$ cat src/rtl/oled_pixel_streamer.sv
// Frame walker for the pixel request interface: fetches each pixel colour in raster
// order and shifts it MSB-first onto a write-only SPI link (mode 0) to an ST7735 panel.
module oled_pixel_streamer #(
  parameter int X_MAX   = 160,
  parameter int Y_MAX   = 80,
  parameter int CLK_DIV = 2
) (
  input  logic        clk,
  input  logic        rst,
  input  logic        start,
  output logic        busy,
  output logic        frame_done,
  output logic [7:0]  x,
  output logic [6:0]  y,
  output logic        next_pixel,
  input  logic [15:0] color,
  input  logic        color_done,
  output logic        spi_cs,
  output logic        spi_clk,
  output logic        spi_mosi,
  output logic        spi_dc
);

  localparam int DIV_W = (CLK_DIV > 1) ? $clog2(CLK_DIV) : 1;
  localparam logic [DIV_W-1:0] DIV_LAST = DIV_W'(CLK_DIV - 1);
  localparam logic [7:0]       X_LAST   = 8'(X_MAX - 1);
  localparam logic [6:0]       Y_LAST   = 7'(Y_MAX - 1);

  typedef enum logic [2:0] {
    IDLE,
    REQ,
    WAIT,
    SHIFT,
    ADVANCE,
    DONE
  } state_t;

  state_t           state;
  logic [15:0]      shreg;
  logic [DIV_W-1:0] div_cnt;
  logic [4:0]       half_cnt;

  // MOSI is the top of the shift register, so it changes together with the falling SCK.
  assign spi_mosi = shreg[15];
  assign spi_dc   = 1'b1;

  always_ff @(posedge clk or posedge rst) begin
    if (rst) begin
      state      <= IDLE;
      busy       <= 1'b0;
      frame_done <= 1'b0;
      x          <= '0;
      y          <= '0;
      next_pixel <= 1'b0;
      spi_cs     <= 1'b1;
      spi_clk    <= 1'b0;
      shreg      <= '0;
      div_cnt    <= '0;
      half_cnt   <= '0;
    end else begin
      frame_done <= 1'b0;
      case (state)
        IDLE: begin
          if (start) begin
            state      <= REQ;
            busy       <= 1'b1;
            spi_cs     <= 1'b0;
            x          <= '0;
            y          <= '0;
            next_pixel <= 1'b1;
          end
        end
        REQ: state <= WAIT;
        WAIT: begin
          if (color_done) begin
            state      <= SHIFT;
            shreg      <= color;
            next_pixel <= 1'b0;
            spi_clk    <= 1'b0;
            div_cnt    <= '0;
            half_cnt   <= '0;
          end
        end
        SHIFT: begin
          // 32 half-periods of CLK_DIV cycles each; even halves low, odd halves high.
          if (div_cnt == DIV_LAST) begin
            div_cnt <= '0;
            if (half_cnt == 5'd31) begin
              state   <= ADVANCE;
              spi_clk <= 1'b0;
              shreg   <= '0;
            end else begin
              half_cnt <= half_cnt + 5'd1;
              spi_clk  <= ~spi_clk;
              if (half_cnt[0]) shreg <= {shreg[14:0], 1'b0};
            end
          end else begin
            div_cnt <= div_cnt + 1'b1;
          end
        end
        ADVANCE: begin
          if (x != X_LAST) begin
            x          <= x + 8'd1;
            next_pixel <= 1'b1;
            state      <= REQ;
          end else if (y != Y_LAST) begin
            x          <= '0;
            y          <= y + 7'd1;
            next_pixel <= 1'b1;
            state      <= REQ;
          end else begin
            state      <= DONE;
            frame_done <= 1'b1;
            spi_cs     <= 1'b1;
            busy       <= 1'b0;
            x          <= '0;
            y          <= '0;
          end
        end
        DONE:    state <= IDLE;
        default: state <= IDLE;
      endcase
    end
  end

endmodule

$ cat config.mk
export PLATFORM = sky130hd
export DESIGN_NAME = oled_pixel_streamer
export DESIGN_NICKNAME = d
export VERILOG_FILES = /design/src/rtl/oled_pixel_streamer.sv
export SDC_FILE = /design/constraint.sdc
export NUM_CORES = 1
export LEC_CHECK = 0
export CAP_MARGIN = 25
export CELL_PAD_IN_SITES_DETAIL_PLACEMENT = 0
export CELL_PAD_IN_SITES_GLOBAL_PLACEMENT = 1
export CORE_MARGIN = 5
export CORE_UTILIZATION = 39
export CTS_CLUSTER_SIZE = 30
export DETAILED_ROUTE_END_ITERATION = 10
export PLACE_DENSITY_LB_ADDON = 0.1
export SLEW_MARGIN = 20
export SYNTH_ARGS = -nofsm -noshare
export SYNTH_HDL_FRONTEND = slang
export SYNTH_SLANG_ARGS = --single-unit
$ cat constraint.sdc
create_clock -name clk -period 2.1 [get_ports clk]
set_clock_uncertainty 0.05 [all_clocks]
set_input_delay 0.42 -clock clk [delete_from_list [all_inputs] [get_ports clk]]
set_output_delay 0.42 -clock clk [all_outputs]
set_load 0.01 [all_outputs]
==> Word level (Yosys, flattened, before mapping) <==
Cells that the tools add are included.
{ "totals": {"ram_bits": 0, "inputBits": 20, "ff_bits": 45, "romBits": 0, "memories": 0, "elab_cells": 88, "output_inout_bits": 22, "latch_bits": 0} }
{ "op_classes": {"bitwise": 1, "n_mux": 43, "eq_ne": 16, "addsub": 4, "n_mul": 0, "div": 0, "reduce_logical": 13, "n_shift": 0, "n_lt_le_gt_ge": 0} }
{ "ops": {"columns": ["operator", "n"], "rows": [
  ["$mux W16", 4],
  ["$pmux W16 S2", 1],
  ["$mux W7", 3],
  ["$reduce_and A4 Y1", 5],
  ["$mux W3", 6],
  ["$mux W8", 2],
  ["$pmux W8 S2", 1],
  ["$mux W1", 15],
  ["$mux W5", 3],
  ["$pmux W3 S5", 1],
  ["$ne A2 B2 Y1 const B", 7],
  ["$pmux W7 S2", 1],
  ["$pmux W5 S2", 1],
  ["$add A8 B1 Y8 const B", 1],
  ["$ne A8 B8 Y1 const B", 1],
  ["$pmux W1 S2", 4],
  ["$add A7 B1 Y7 const B", 1],
  ["$ne A7 B7 Y1 const B", 1],
  ["$eq A3 B2 Y1 const B", 2],
  ["$ne A3 B3 Y1 const B", 2],
  ["$reduce_and A3 Y1", 2],
  ["$add A5 B1 Y5 const B", 1],
  ["$eq A5 B5 Y1 const B", 1],
  ["$reduce_and A2 Y1", 2],
  ["other kinds (8)", 9]
]} }

==> Longest topological paths before layout <==
Gate-level depths: netlist (run 1).
{ "logic_depth": {"word_depth": 4, "mapped_depth": 8, "ltp_nobuf": 7} }

==> Worst setup path after synthesis (run 1) <==
No wires, ideal clock.
{ "synth_path": {"path_type": "reg-to-reg", "startpoint": "reg half_cnt[0]", "endpoint": "reg shreg[2]", "period_less_slack_ns": 1.907, "path_stages_with_launch": 9, "n_path_buf": 2, "arrival_ns": 1.731, "slack_ns": 0.193, "setup_time_ns": 0.126, "required_time_ns": 1.924, "path_cell_list": "dfrtp_1 ha_1 and3_1 ha_1 clkbuf_1 clkbuf_1 nor3b_1 a21oi_1 a21oi_1"} }
{ "synth_between": {"elab_chain_cells": 4, "word_cells_on_any_way": 6, "classes_between": "2 x eq/ne; 3 x mux; 1 x reduce/logical"} }
{ "synth_lines": {"columns": ["item", "line_no", "source"], "rows": [
  ["start, declared", "41", "logic [4:0] half_cnt;"],
  ["start signal, assigned", "93", "half_cnt <= half_cnt + 5'd1;"],
  ["$eq A5 B5 Y1", "88", "if (half_cnt == 5'd31) begin"],
  ["$mux W16", "88", null],
  ["$mux W16", "86", "if (div_cnt == DIV_LAST) begin"],
  ["$pmux W16 S2", "62", "case (state)"],
  ["end signal, assigned", "77", "shreg <= color;"],
  ["end signal, assigned", "95", "if (half_cnt[0]) shreg <= {shreg[14:0], 1'b0};"],
  ["end, declared", "39", "logic [15:0] shreg;"]
]} }
Parallel ways exist; a longest one is shown, timed or not. The select of a mux whose other input is x is not followed.
A chain may end at the register's enable or synchronous reset.

==> Worst setup path in the final report (run 1) <==
{ "layout_path": {"startpoint": "reg half_cnt[0]", "endpoint": "reg shreg[13]"} }
Same word-level chain as after synthesis.

==> results of run 1 <==
==> critical path, stage by stage (launching register included) <==
cell and delay [ns]:
sky130_fd_sc_hd__dfrtp_1 0.40, sky130_fd_sc_hd__ha_1 0.20, sky130_fd_sc_hd__and3_1 0.17, sky130_fd_sc_hd__ha_1 0.25, sky130_fd_sc_hd__nor2_1 0.11, sky130_fd_sc_hd__a211oi_4 0.28
sky130_fd_sc_hd__buf_12 0.21, sky130_fd_sc_hd__nor2_1 0.05, sky130_fd_sc_hd__a21oi_1 0.13
==> power by group <==
part | leakage (nW) | internal [W] | switching, W
sequential | 0.523 | 0.00108 | 0.000147
combinational | 0.632 | 0.000521 | 0.000503
clock | 0.0450 | 0.000231 | 0.000291
==> layout make-up <==
cell class	count	share of cell area, %
sequential	45	38.5
multi-input combinational	184	37.4
timing repair buffer	52	17.6
tap	75	3.20
clock buffer	6	2.48
inverter	4	0.512
clock inverter	2	0.342
==> flip-flops by register name, summed over array words and instances, names as in the netlist <==
| name | count |
|---|---|
| shreg | 16 |
| spi_clk | 1 |
| spi_cs | 1 |
| half_cnt | 5 |
| next_pixel | 1 |
| x | 8 |
| y | 7 |
| busy | 1 |
| div_cnt | 1 |
| state | 3 |
| frame_done | 1 |
==> stage by stage <==
stage | instance area [um^2] | hold WS [ns] | setup WS, ns | instances | util (%)
finish | 2930 | 0.337 | 0.158 | 368 | 50.1
global route | 2930 | 0.369 | 0.0112 | 368 | 50.1
CTS | 2930 | 0.346 | 0.153 | 368 | 50.1
detailed placement | 2850 | 0.445 | 0.131 | 360 | 48.7
global placement | 2850 | 0.444 | 0.148 | 360 | 48.7
floorplan | 2310 | 0.406 | 0.193 | 249 | -
==> layout by cell type, fill, tap and decap left out, types with 2 or more instances in the layout <==
cell type / instances
sky130_fd_sc_hd__dfrtp_1: 44
sky130_fd_sc_hd__clkdlybuf4s50_1: 40
sky130_fd_sc_hd__a21oi_1: 39
sky130_fd_sc_hd__o21ai_0: 25
sky130_fd_sc_hd__nor2_1: 24
sky130_fd_sc_hd__nor3b_1: 16
sky130_fd_sc_hd__nand2_1: 13
sky130_fd_sc_hd__nand3_1: 11
sky130_fd_sc_hd__buf_4: 10
sky130_fd_sc_hd__and3_1: 5
sky130_fd_sc_hd__clkbuf_8: 5
sky130_fd_sc_hd__a22o_1: 4
sky130_fd_sc_hd__nand4_1: 4
sky130_fd_sc_hd__ha_1: 4
sky130_fd_sc_hd__inv_1: 3
sky130_fd_sc_hd__nand2b_1: 3
sky130_fd_sc_hd__mux2_2: 3
sky130_fd_sc_hd__mux2i_1: 2
sky130_fd_sc_hd__and4_1: 2
sky130_fd_sc_hd__nor2b_1: 2
sky130_fd_sc_hd__or3_1: 2
sky130_fd_sc_hd__a31oi_1: 2
sky130_fd_sc_hd__o31ai_1: 2
sky130_fd_sc_hd__xor2_1: 2
sky130_fd_sc_hd__clkinv_2: 2
sky130_fd_sc_hd__buf_12: 2
==> Yosys cell counts (2+ instances only) <==
cell,instances
sky130_fd_sc_hd__a21oi_1,39
sky130_fd_sc_hd__a22o_1,4
sky130_fd_sc_hd__a31oi_1,2
sky130_fd_sc_hd__and3_1,5
sky130_fd_sc_hd__and4_1,2
sky130_fd_sc_hd__buf_2,7
sky130_fd_sc_hd__clkbuf_1,6
sky130_fd_sc_hd__dfrtp_1,44
sky130_fd_sc_hd__ha_1,4
sky130_fd_sc_hd__inv_1,4
sky130_fd_sc_hd__mux2_2,3
sky130_fd_sc_hd__mux2i_1,2
sky130_fd_sc_hd__nand2_1,13
sky130_fd_sc_hd__nand2b_1,3
sky130_fd_sc_hd__nand3_1,11
sky130_fd_sc_hd__nand4_1,4
sky130_fd_sc_hd__nor2_1,24
sky130_fd_sc_hd__nor2b_1,2
sky130_fd_sc_hd__nor3b_1,16
sky130_fd_sc_hd__o21ai_0,25
sky130_fd_sc_hd__o31ai_1,2
sky130_fd_sc_hd__or3_1,2
sky130_fd_sc_hd__xor2_1,2
==> routing by layer <==
layer  vias up  GRT usage, %  share of wire (%)
met5         -             0                  0
met4         0          4.67                1.4
met3         6          3.88                4.5
met2        27          24.8                 49
met1       920          18.7                 45
li1        973             -                  -
==> worst max-delay path by stage <==
| stage | from | to | slack (ns) | cells past startpoint |
|---|---|---|---|---|
| CTS | half_cnt[0] | shreg[13] | 0.15 | 8 |
| finish | half_cnt[0] | shreg[13] | 0.16 | 8 |
| detailed placement | color_done | half_cnt[0] | 0.13 | 5 |
| global placement | half_cnt[0] | shreg[0] | 0.15 | 8 |
| global route | half_cnt[0] | shreg[13] | 0.01 | 8 |
| floorplan | half_cnt[0] | shreg[2] | 0.19 | 8 |
==> cell families (layout without fill, tap and decap cells) <==
kind of cell | after synthesis | count (layout) | share of synthesized area (%)
compound gates | 79 | 79 | 19.0
xor+xnor | 2 | 2 | 0.758
fa+ha+maj | 4 | 4 | 2.16
buf+inv | 20 | 64 | 4.17
flops | 45 | 45 | 48.8
mux | 5 | 5 | 2.33
other cells | 1 | 1 | 0.162
simple gates | 93 | 93 | 22.6
==> qor.json, run 1 <==
{
  "synth.ff_latch_count": {"value": 45},
  "layout-drive-gt1-share": {"value": 9.90, "unit": "%"},
  "rsz0062_at_grt": {"value": "false"},
  "yosysWarnings": {"value": 0},
  "cts.reportedPaths.clkPinSlew": {"value": 0.08, "unit": "ns"},
  "via_per_inst": {"value": 5.23},
  "static-leakage-power": {"value": 1.20, "unit": "nW"},
  "layout_area_growth_over_synthesis": {"value": 26.7, "unit": "%"},
  "cts_buffers": {"value": 5},
  "timing.final.hold_violations": {"value": 0},
  "ff_latch_area": {"value": 0.00113, "unit": "mm^2"},
  "dr.pass1.iters": {"value": 4},
  "overall_die_area": {"value": 0.00757, "unit": "mm^2"},
  "initial_core_util": {"value": 39.5, "unit": "%"},
  "critPathMaxFanout": {"value": 32},
  "hold_path.class": {"value": "in2async"},
  "synth_top_area_cell": {"value": "sky130_fd_sc_hd__dfrtp_1"},
  "route.final.wire_length": {"value": 5.17, "unit": "mm"},
  "post-route-drc-count": {"value": 0},
  "floorplan.io_pins": {"value": 42},
  "crit-reg2reg-launch": {"value": "half_cnt[0]"},
  "async_flop_share": {"value": 100, "unit": "%"},
  "drt-initial-drc-count": {"value": 85},
  "tritoncts": {"value": "yes"},
  "cts-htree-levels": {"value": 2},
  "p_total": {"value": 0.00278, "unit": "W"},
  "n_fill_cell": {"value": 556},
  "drv_slew": {"value": 0},
  "antenna_found_initial": {"value": 0},
  "chipWidth": {"value": 87, "unit": "um"},
  "worst_r2r_path_depth": {"value": 8},
  "vias_in_the_first_global_route": {"value": 1869},
  "reg2reg_capture_point": {"value": "shreg[13]"},
  "synthesis.area": {"value": 0.00231, "unit": "mm^2"},
  "clkSinkCount": {"value": 45},
  "synth.lib_cells_used.distinct": {"value": 46},
  "synthesis.area_per_instance": {"value": 9.29, "unit": "um^2"},
  "synthDominantCellAreaShare": {"value": 47.6, "unit": "%"},
  "timing_worst_slew_pin_value": {"value": 0.558, "unit": "ns"},
  "global_route.overflow_total": {"value": 0},
  "maximum_number_of_pins_on_one_net_before_global_route_repair": {"value": 34},
  "fin_crit_sh": {"value": 92.5, "unit": "%"},
  "core_area": {"value": 0.00585, "unit": "mm^2"},
  "layout_min_cycle_time": {"value": 1.94, "unit": "ns"},
  "cts-resized-gates": {"value": 0},
  "clock_latency": {"value": 0.30, "unit": "ns"},
  "die_y": {"value": 87, "unit": "um"},
  "cp.required": {"value": 2.27, "unit": "ns"},
  "detail_route_antenna_nets": {"value": 0},
  "fin_nets": {"value": 316},
  "post_cts_hold_buffer_count": {"value": 0},
  "number_of_enable_type_register_cells_in_the_synthesized_netlist": {"value": 0},
  "register_to_register_setup_slack": {"value": 0.16, "unit": "ns"},
  "status": {"value": "finished, final reports clean"},
  "post-cts-setup-buffer-count": {"value": 0},
  "arrival_time_worst_endpoint": {"value": 2.11, "unit": "ns"},
  "multi_input_gate_area_in_the_final_layout": {"value": 0.00110, "unit": "mm^2"},
  "cts.path.max_buffers": {"value": 2},
  "drv.max_cap_violation_count": {"value": 0},
  "report.final.setup_viol": {"value": 0},
  "ys.flop_type": {"value": "sky130_fd_sc_hd__dfrtp_1"},
  "sequential_share_of_the_synthesized_area": {"value": 48.8, "unit": "%"},
  "ys_top_cells_by_area": {"value": "sky130_fd_sc_hd__dfrtp_1 (48%), sky130_fd_sc_hd__a21oi_1 (8.4%), sky130_fd_sc_hd__o21ai_0 (5.4%)"},
  "max_clock_freq": {"value": 515, "unit": "MHz"},
  "max_transition_margin": {"value": 62.8, "unit": "%"},
  "startpoint_type": {"value": "flip-flop"},
  "postSynthNetCount": {"value": 273},
  "finalWeightedCongestion": {"value": 0.829},
  "antennaDiodeCount": {"value": 0},
  "dp_hpwl": {"value": 3.64, "unit": "mm"},
  "via_count_of_the_routed_design": {"value": 1926},
  "postSynthCellCount": {"value": 249},
  "setup_total_negative_slack": {"value": 0, "unit": "ns"},
  "grtUsageTotal": {"value": 14.9, "unit": "%"},
  "clockRootBuffer": {"value": "sky130_fd_sc_hd__clkbuf_8"},
  "worst_vdd_rail_ir_drop": {"value": 0.472, "unit": "mV"},
  "placement_rows": {"value": 28},
  "avgRoutedWirePerCell": {"value": 14.1, "unit": "um"},
  "grt_first_pass_wirelength": {"value": 8.95, "unit": "mm"},
  "power.density_cell_area": {"value": 947, "unit": "mW/mm^2"},
  "timing.setup.critical_path_class": {"value": "reg2reg"},
  "crit_path_end_kind": {"value": "flip-flop"},
  "io_buffers": {"value": 40}
}
(Power assumes the default switching activity.)
==> run 2, diff against run 1 <==
CORE_UTILIZATION = 36   (was 39)
clock period = 1.61 ns   (was 2.1 ns; I/O delays follow)
==> run 2 against run 1 <==
The flow now finishes with violations (setup timing). Register-to-register slack lost 0.24 ns. Global-route usage shrank 0.82 points. Clock-buffer cell count shrank 1. Sequential cell count is the same. Largest cell class is now multi-input gates. Highest routed layer unchanged.
==> qor.json, run 2 (same netlist as run 1, synthesis figures left out) <==
{
  "post_cts_hold_buffer_count": {"value": 0},
  "timing.final.hold_violations": {"value": 0},
  "overall_die_area": {"value": 0.00813, "unit": "mm^2"},
  "fin_crit_sh": {"value": 105, "unit": "%"},
  "crit_path_end_kind": {"value": "flip-flop"},
  "report.final.setup_viol": {"value": 19},
  "timing.setup.critical_path_class": {"value": "reg2reg"},
  "hold_path.class": {"value": "in2async"},
  "grtUsageTotal": {"value": 14.0, "unit": "%"},
  "via_count_of_the_routed_design": {"value": 2097},
  "cts-htree-levels": {"value": 2},
  "max_clock_freq": {"value": 590, "unit": "MHz"},
  "violations": {"value": "setup timing"},
  "top_regs": {"value": "shreg (16), x (8), y (7)"},
  "reg2reg_capture_point": {"value": "shreg[0]"},
  "drt-initial-drc-count": {"value": 128},
  "clkSinkCount": {"value": 45},
  "global_route.overflow_total": {"value": 0},
  "regMostFlops": {"value": "shreg"},
  "placement_rows": {"value": 29},
  "cts_buffers": {"value": 5},
  "n_fill_cell": {"value": 607},
  "status": {"value": "finished with violations"},
  "power.density_cell_area": {"value": 1140, "unit": "mW/mm^2"},
  "detail_route_antenna_nets": {"value": 0},
  "drv_slew": {"value": 0},
  "register_to_register_setup_slack": {"value": -0.09, "unit": "ns"},
  "detailroute.wirelength.met3": {"value": 271, "unit": "um"},
  "io_buffers": {"value": 40},
  "mostFrequentLayoutCells": {"value": "sky130_fd_sc_hd__buf_4 (47), sky130_fd_sc_hd__dfrtp_1 (43), sky130_fd_sc_hd__a21oi_1 (36), sky130_fd_sc_hd__clkdlybuf4s50_1 (22), sky130_fd_sc_hd__nor2_1 (20)"},
  "grt_first_pass_wirelength": {"value": 9.66, "unit": "mm"},
  "vias_in_the_first_global_route": {"value": 2061},
  "floorplan.io_pins": {"value": 42},
  "chipWidth": {"value": 90.1, "unit": "um"},
  "maximum_number_of_pins_on_one_net_before_global_route_repair": {"value": 46},
  "wl_met2": {"value": 2.47, "unit": "mm"},
  "drv.max_cap_violation_count": {"value": 0},
  "avgRoutedWirePerCell": {"value": 13.7, "unit": "um"},
  "antennaDiodeCount": {"value": 0},
  "finalCoreUtilization": {"value": 55.3, "unit": "%"},
  "die_y": {"value": 90.1, "unit": "um"},
  "critPathMaxFanout": {"value": 32},
  "initial_core_util": {"value": 36.6, "unit": "%"},
  "cp.required": {"value": 1.79, "unit": "ns"},
  "layout_area_growth_over_synthesis": {"value": 51.1, "unit": "%"},
  "clock_latency": {"value": 0.30, "unit": "ns"},
  "timing.final.ws_setup": {"value": -0.0860, "unit": "ns"},
  "dr.pass1.iters": {"value": 4},
  "static-leakage-power": {"value": 1.59, "unit": "nW"},
  "antenna_found_initial": {"value": 0},
  "post-route-drc-count": {"value": 0},
  "dp_hpwl": {"value": 3.96, "unit": "mm"},
  "fin_nets": {"value": 360},
  "via_per_inst": {"value": 5.07},
  "tritoncts": {"value": "yes"},
  "startpoint_type": {"value": "flip-flop"},
  "route.final.wire_length": {"value": 5.66, "unit": "mm"},
  "met1Wirelength": {"value": 2.85, "unit": "mm"},
  "largest_register_ff_count": {"value": 16},
  "cts.path.max_buffers": {"value": 2},
  "worst_vdd_rail_ir_drop": {"value": 0.823, "unit": "mV"},
  "top_signal_layer_used": {"value": "met4"},
  "layout-drive-gt1-share": {"value": 31.2, "unit": "%"},
  "rsz0062_at_grt": {"value": "true"},
  "worst_r2r_path_depth": {"value": 8},
  "setup_total_negative_slack": {"value": -1.16, "unit": "ns"},
  "core_area": {"value": 0.00631, "unit": "mm^2"},
  "arrival_time_worst_endpoint": {"value": 1.88, "unit": "ns"},
  "finalWeightedCongestion": {"value": 0.750},
  "layout_min_cycle_time": {"value": 1.70, "unit": "ns"},
  "clockRootBuffer": {"value": "sky130_fd_sc_hd__clkbuf_8"},
  "cts.reportedPaths.clkPinSlew": {"value": 0.10, "unit": "ns"},
  "crit-reg2reg-launch": {"value": "half_cnt[1]"},
  "final_common_cell": {"value": "sky130_fd_sc_hd__buf_4"}
}
==> run 2: worst max-delay path by stage <==
stage,start,end,slack (ns),cells after the start
floorplan,half_cnt[0],shreg[15],-0.07,8
global route,half_cnt[1],shreg[8],-0.19,7
finish,half_cnt[1],shreg[0],-0.09,8
global placement,color_done,shreg[0],-0.16,7
detailed placement,color_done,shreg[0],-0.20,7
CTS,half_cnt[1],shreg[0],-0.10,8
==> run 2: what timing repair did <==
action / CTS / global route
gates resized for setup: 21 / 36
setup buffers: 5 / 3
pin swaps: 2 / 11
endpoints found under the setup margin: 36 / 45
==> run 2: metal layers <==
layer,vias up,track usage (%)
met5,-,0
met4,0,3.60
met3,6,4.01
met2,33,20.5
met1,989,20.3
li1,1069,-
==> run 2: final cells by class <==
type | count | area (um^2) | area share, %
well taps | 77 | 96.3 | 2.76
multi-input cells | 184 | 1280 | 36.6
repair buffers | 96 | 882 | 25.3
clock inverters | 3 | 25.0 | 0.716
inverters | 4 | 15.0 | 0.430
flip-flops and latches | 45 | 1130 | 32.3
clock buffers | 5 | 68.8 | 1.97
==> run 2: worst max-delay path, cell delays in order (launching register included) <==
cell                       delay, ns
sky130_fd_sc_hd__dfrtp_1        0.36
sky130_fd_sc_hd__ha_2           0.18
sky130_fd_sc_hd__and3_4         0.19
sky130_fd_sc_hd__ha_4           0.16
sky130_fd_sc_hd__nor2_2         0.06
sky130_fd_sc_hd__a211oi_4       0.23
sky130_fd_sc_hd__buf_12         0.21
sky130_fd_sc_hd__nand3_1        0.10
sky130_fd_sc_hd__o21ai_1        0.08
==> run 2: where the power goes <==
part           internal (W)  leakage [nW]  switching, W
combinational      0.000904          1.02      0.000772
sequential          0.00141         0.521      0.000153
clock              0.000314        0.0447      0.000418
total               0.00263          1.59       0.00134
==> run 2: stage by stage <==
stage | cell area [um^2] | hold slack, ns | instances | total power, W | worst slack (ns)
6_report | 3490 | 0.308 | 414 | 0.00397 | -0.0860
5_1_grt | 3490 | 0.365 | 414 | 0.00431 | -0.189
4_1_cts | 3370 | 0.318 | 411 | 0.00397 | -0.103
3_5_place_dp | 3220 | 0.436 | 398 | 0.00319 | -0.198
3_3_place_gp | 3220 | 0.429 | 398 | 0.00317 | -0.161
2_1_floorplan | 2440 | 0.411 | 249 | 0.00261 | -0.0706
==> run 3, diff against run 2 <==
CORE_MARGIN = unset   (was 5)
==> run 3 against run 2 <==
The flow still finishes with violations (setup timing). Non-clock buffer count is 2 higher. Combinational power is 19% higher. Hold slack better by 0.010 ns. Sequential cell count stayed put. Via count is 2.1% higher. First-iteration DRC count is 10% lower.
==> qor.json, run 3 (same netlist as run 1, synthesis figures left out) <==
{
  "crit_path_cell_trace": {"value": "ha_2 > and3_4 > ha_4 > nor2_4 > a211oi_4 > buf_6 > clkbuf_16 > nor2_1 > a21oi_1"},
  "io_buffers": {"value": 40},
  "layout_min_cycle_time": {"value": 1.77, "unit": "ns"},
  "final_common_cell": {"value": "sky130_fd_sc_hd__buf_4"},
  "placement_rows": {"value": 28},
  "vias_in_the_first_global_route": {"value": 2028},
  "regMostFlops": {"value": "shreg"},
  "timing.final.hold_violations": {"value": 0},
  "arrival_time_worst_endpoint": {"value": 1.95, "unit": "ns"},
  "tritoncts": {"value": "yes"},
  "clockRootBuffer": {"value": "sky130_fd_sc_hd__clkbuf_8"},
  "global_route.overflow_total": {"value": 0},
  "avgRoutedWirePerCell": {"value": 14.5, "unit": "um"},
  "via_per_inst": {"value": 5.17},
  "top_regs": {"value": "shreg (16), x (8), y (7)"},
  "detail_route_antenna_nets": {"value": 0},
  "power.density_cell_area": {"value": 1200, "unit": "mW/mm^2"},
  "fin_crit_sh": {"value": 110, "unit": "%"},
  "timing.final.ws_setup": {"value": -0.162, "unit": "ns"},
  "layout-drive-gt1-share": {"value": 37.5, "unit": "%"},
  "worst_vdd_rail_ir_drop": {"value": 0.823, "unit": "mV"},
  "clock_latency": {"value": 0.30, "unit": "ns"},
  "drv_slew": {"value": 0},
  "grtUsageTotal": {"value": 19.2, "unit": "%"},
  "layout_area_growth_over_synthesis": {"value": 56.8, "unit": "%"},
  "grt_first_pass_wirelength": {"value": 9.83, "unit": "mm"},
  "drv.max_cap_violation_count": {"value": 0},
  "status": {"value": "finished with violations"},
  "p_total": {"value": 0.00434, "unit": "W"},
  "violations": {"value": "setup timing"},
  "critPathMaxStageDelay": {"value": 0.36, "unit": "ns"},
  "dp_hpwl": {"value": 3.84, "unit": "mm"},
  "worst_hold_slack": {"value": 0.318, "unit": "ns"},
  "cts.path.max_buffers": {"value": 2},
  "post-route-drc-count": {"value": 0},
  "floorplan.io_pins": {"value": 42},
  "finalCoreUtilization": {"value": 59.8, "unit": "%"},
  "static-leakage-power": {"value": 1.65, "unit": "nW"},
  "dr.pass1.iters": {"value": 4},
  "crit_path_end_kind": {"value": "flip-flop"},
  "worst_r2r_path_depth": {"value": 9},
  "chipWidth": {"value": 82.1, "unit": "um"},
  "antennaDiodeCount": {"value": 0},
  "hold_path.class": {"value": "in2async"},
  "startpoint_type": {"value": "flip-flop"},
  "cts-htree-levels": {"value": 2},
  "report.final.setup_viol": {"value": 19},
  "fin_nets": {"value": 362},
  "post_cts_hold_buffer_count": {"value": 0},
  "die_y": {"value": 82.1, "unit": "um"},
  "maximum_number_of_pins_on_one_net_before_global_route_repair": {"value": 46},
  "clkSinkCount": {"value": 45},
  "mostFrequentLayoutCells": {"value": "sky130_fd_sc_hd__buf_4 (47), sky130_fd_sc_hd__dfrtp_1 (43), sky130_fd_sc_hd__a21oi_1 (30), sky130_fd_sc_hd__clkdlybuf4s50_1 (22), sky130_fd_sc_hd__o21ai_0 (16)"},
  "timing.setup.critical_path_class": {"value": "reg2reg"},
  "core_area": {"value": 0.00606, "unit": "mm^2"},
  "max_clock_freq": {"value": 564, "unit": "MHz"},
  "critPathMaxFanout": {"value": 8},
  "route.final.wire_length": {"value": 6.02, "unit": "mm"},
  "finalWeightedCongestion": {"value": 0.764},
  "overall_die_area": {"value": 0.00675, "unit": "mm^2"},
  "largest_register_ff_count": {"value": 16},
  "via_count_of_the_routed_design": {"value": 2140},
  "timing.critical_path.slowest_stage_cell": {"value": "sky130_fd_sc_hd__dfrtp_1"},
  "dpl_worst_slack": {"value": -0.240, "unit": "ns"},
  "initial_core_util": {"value": 38.2, "unit": "%"},
  "cp.required": {"value": 1.79, "unit": "ns"},
  "drt-initial-drc-count": {"value": 115},
  "cts.reportedPaths.clkPinSlew": {"value": 0.09, "unit": "ns"},
  "cts_buffers": {"value": 5},
  "antenna_found_initial": {"value": 0},
  "rsz0062_at_grt": {"value": "true"}
}
## run 3: cell count changes in the layout (fill, tap and decap cells not counted), moves of 3 or more
cell	delta
sky130_fd_sc_hd__a21oi_2	+7
sky130_fd_sc_hd__a21oi_1	-6
sky130_fd_sc_hd__nor2_1	-6
sky130_fd_sc_hd__dlymetal6s2s_1	+3
sky130_fd_sc_hd__nand3_2	+3
sky130_fd_sc_hd__nor2_2	+3
sky130_fd_sc_hd__nor2_4	+3
## run 3: final timing paths
kind / startpoint / end / slack (ns)
worst max register to register: half_cnt[1] / shreg[5] / -0.16
max in group asynchronous: rst / spi_cs / 0.92
worst min register to register: spi_cs / spi_cs / 0.45
min in group clk: spi_cs / spi_cs / 0.45
worst min-delay path: rst / y[2] / 0.32
worst max-delay path: half_cnt[1] / shreg[5] / -0.16
## run 3: cell type report
class,instances,area [um^2]
flip-flops and latches,45,1130
clock buffers,6,82.6
well taps,75,93.8
multi-input cells,184,1350
repair buffers,98,941
inverters,4,15.0
clock inverters,2,13.8
fillers,549,2440
## run 3: repair_timing
action,4_1_cts,5_1_grt
resized for setup,31,46
cloned,1,1
buffers inserted,9,4
endpoints found under the setup margin,45,47
pin swaps,1,17
## run 3: worst max-delay path: cells and delay by family (launching register included)
| kind | cells | cell delay, ns |
|---|---|---|
| AOI/OAI and AO/OA | 2 | 0.34 |
| adders and majority gates | 2 | 0.35 |
| DFF | 1 | 0.36 |
| and+or+nand+nor | 3 | 0.28 |
| buffers and inverters | 2 | 0.33 |
## run 3: power by group
part | internal, W | total [W] | switching (W) | leakage, nW
sequential | 0.00141 | 0.00158 | 0.000172 | 0.522
combinational | 0.00108 | 0.00200 | 0.000923 | 1.08
clock | 0.000349 | 0.000755 | 0.000407 | 0.0512
total | 0.00284 | 0.00434 | 0.00150 | 1.65
## run 3: routing by layer
| metal | vias to the layer above | routed length, um | GRT usage [%] |
|---|---|---|---|
| met5 | - | 0 | 0 |
| met4 | 0 | 74 | 5.79 |
| met3 | 5 | 205 | 3.30 |
| met2 | 33 | 2630 | 28.6 |
| met1 | 1031 | 3120 | 28.4 |
| li1 | 1071 | - | - |
## run 3: through the flow
step | area, um^2 | instances | setup TNS (ns)
floorplan | 2440 | 249 | -1.23
global placement | 3190 | 392 | -3.13
detailed placement | 3190 | 392 | -3.95
CTS | 3420 | 409 | -2.18
global route | 3620 | 414 | -4.94
finish | 3620 | 414 | -2.47
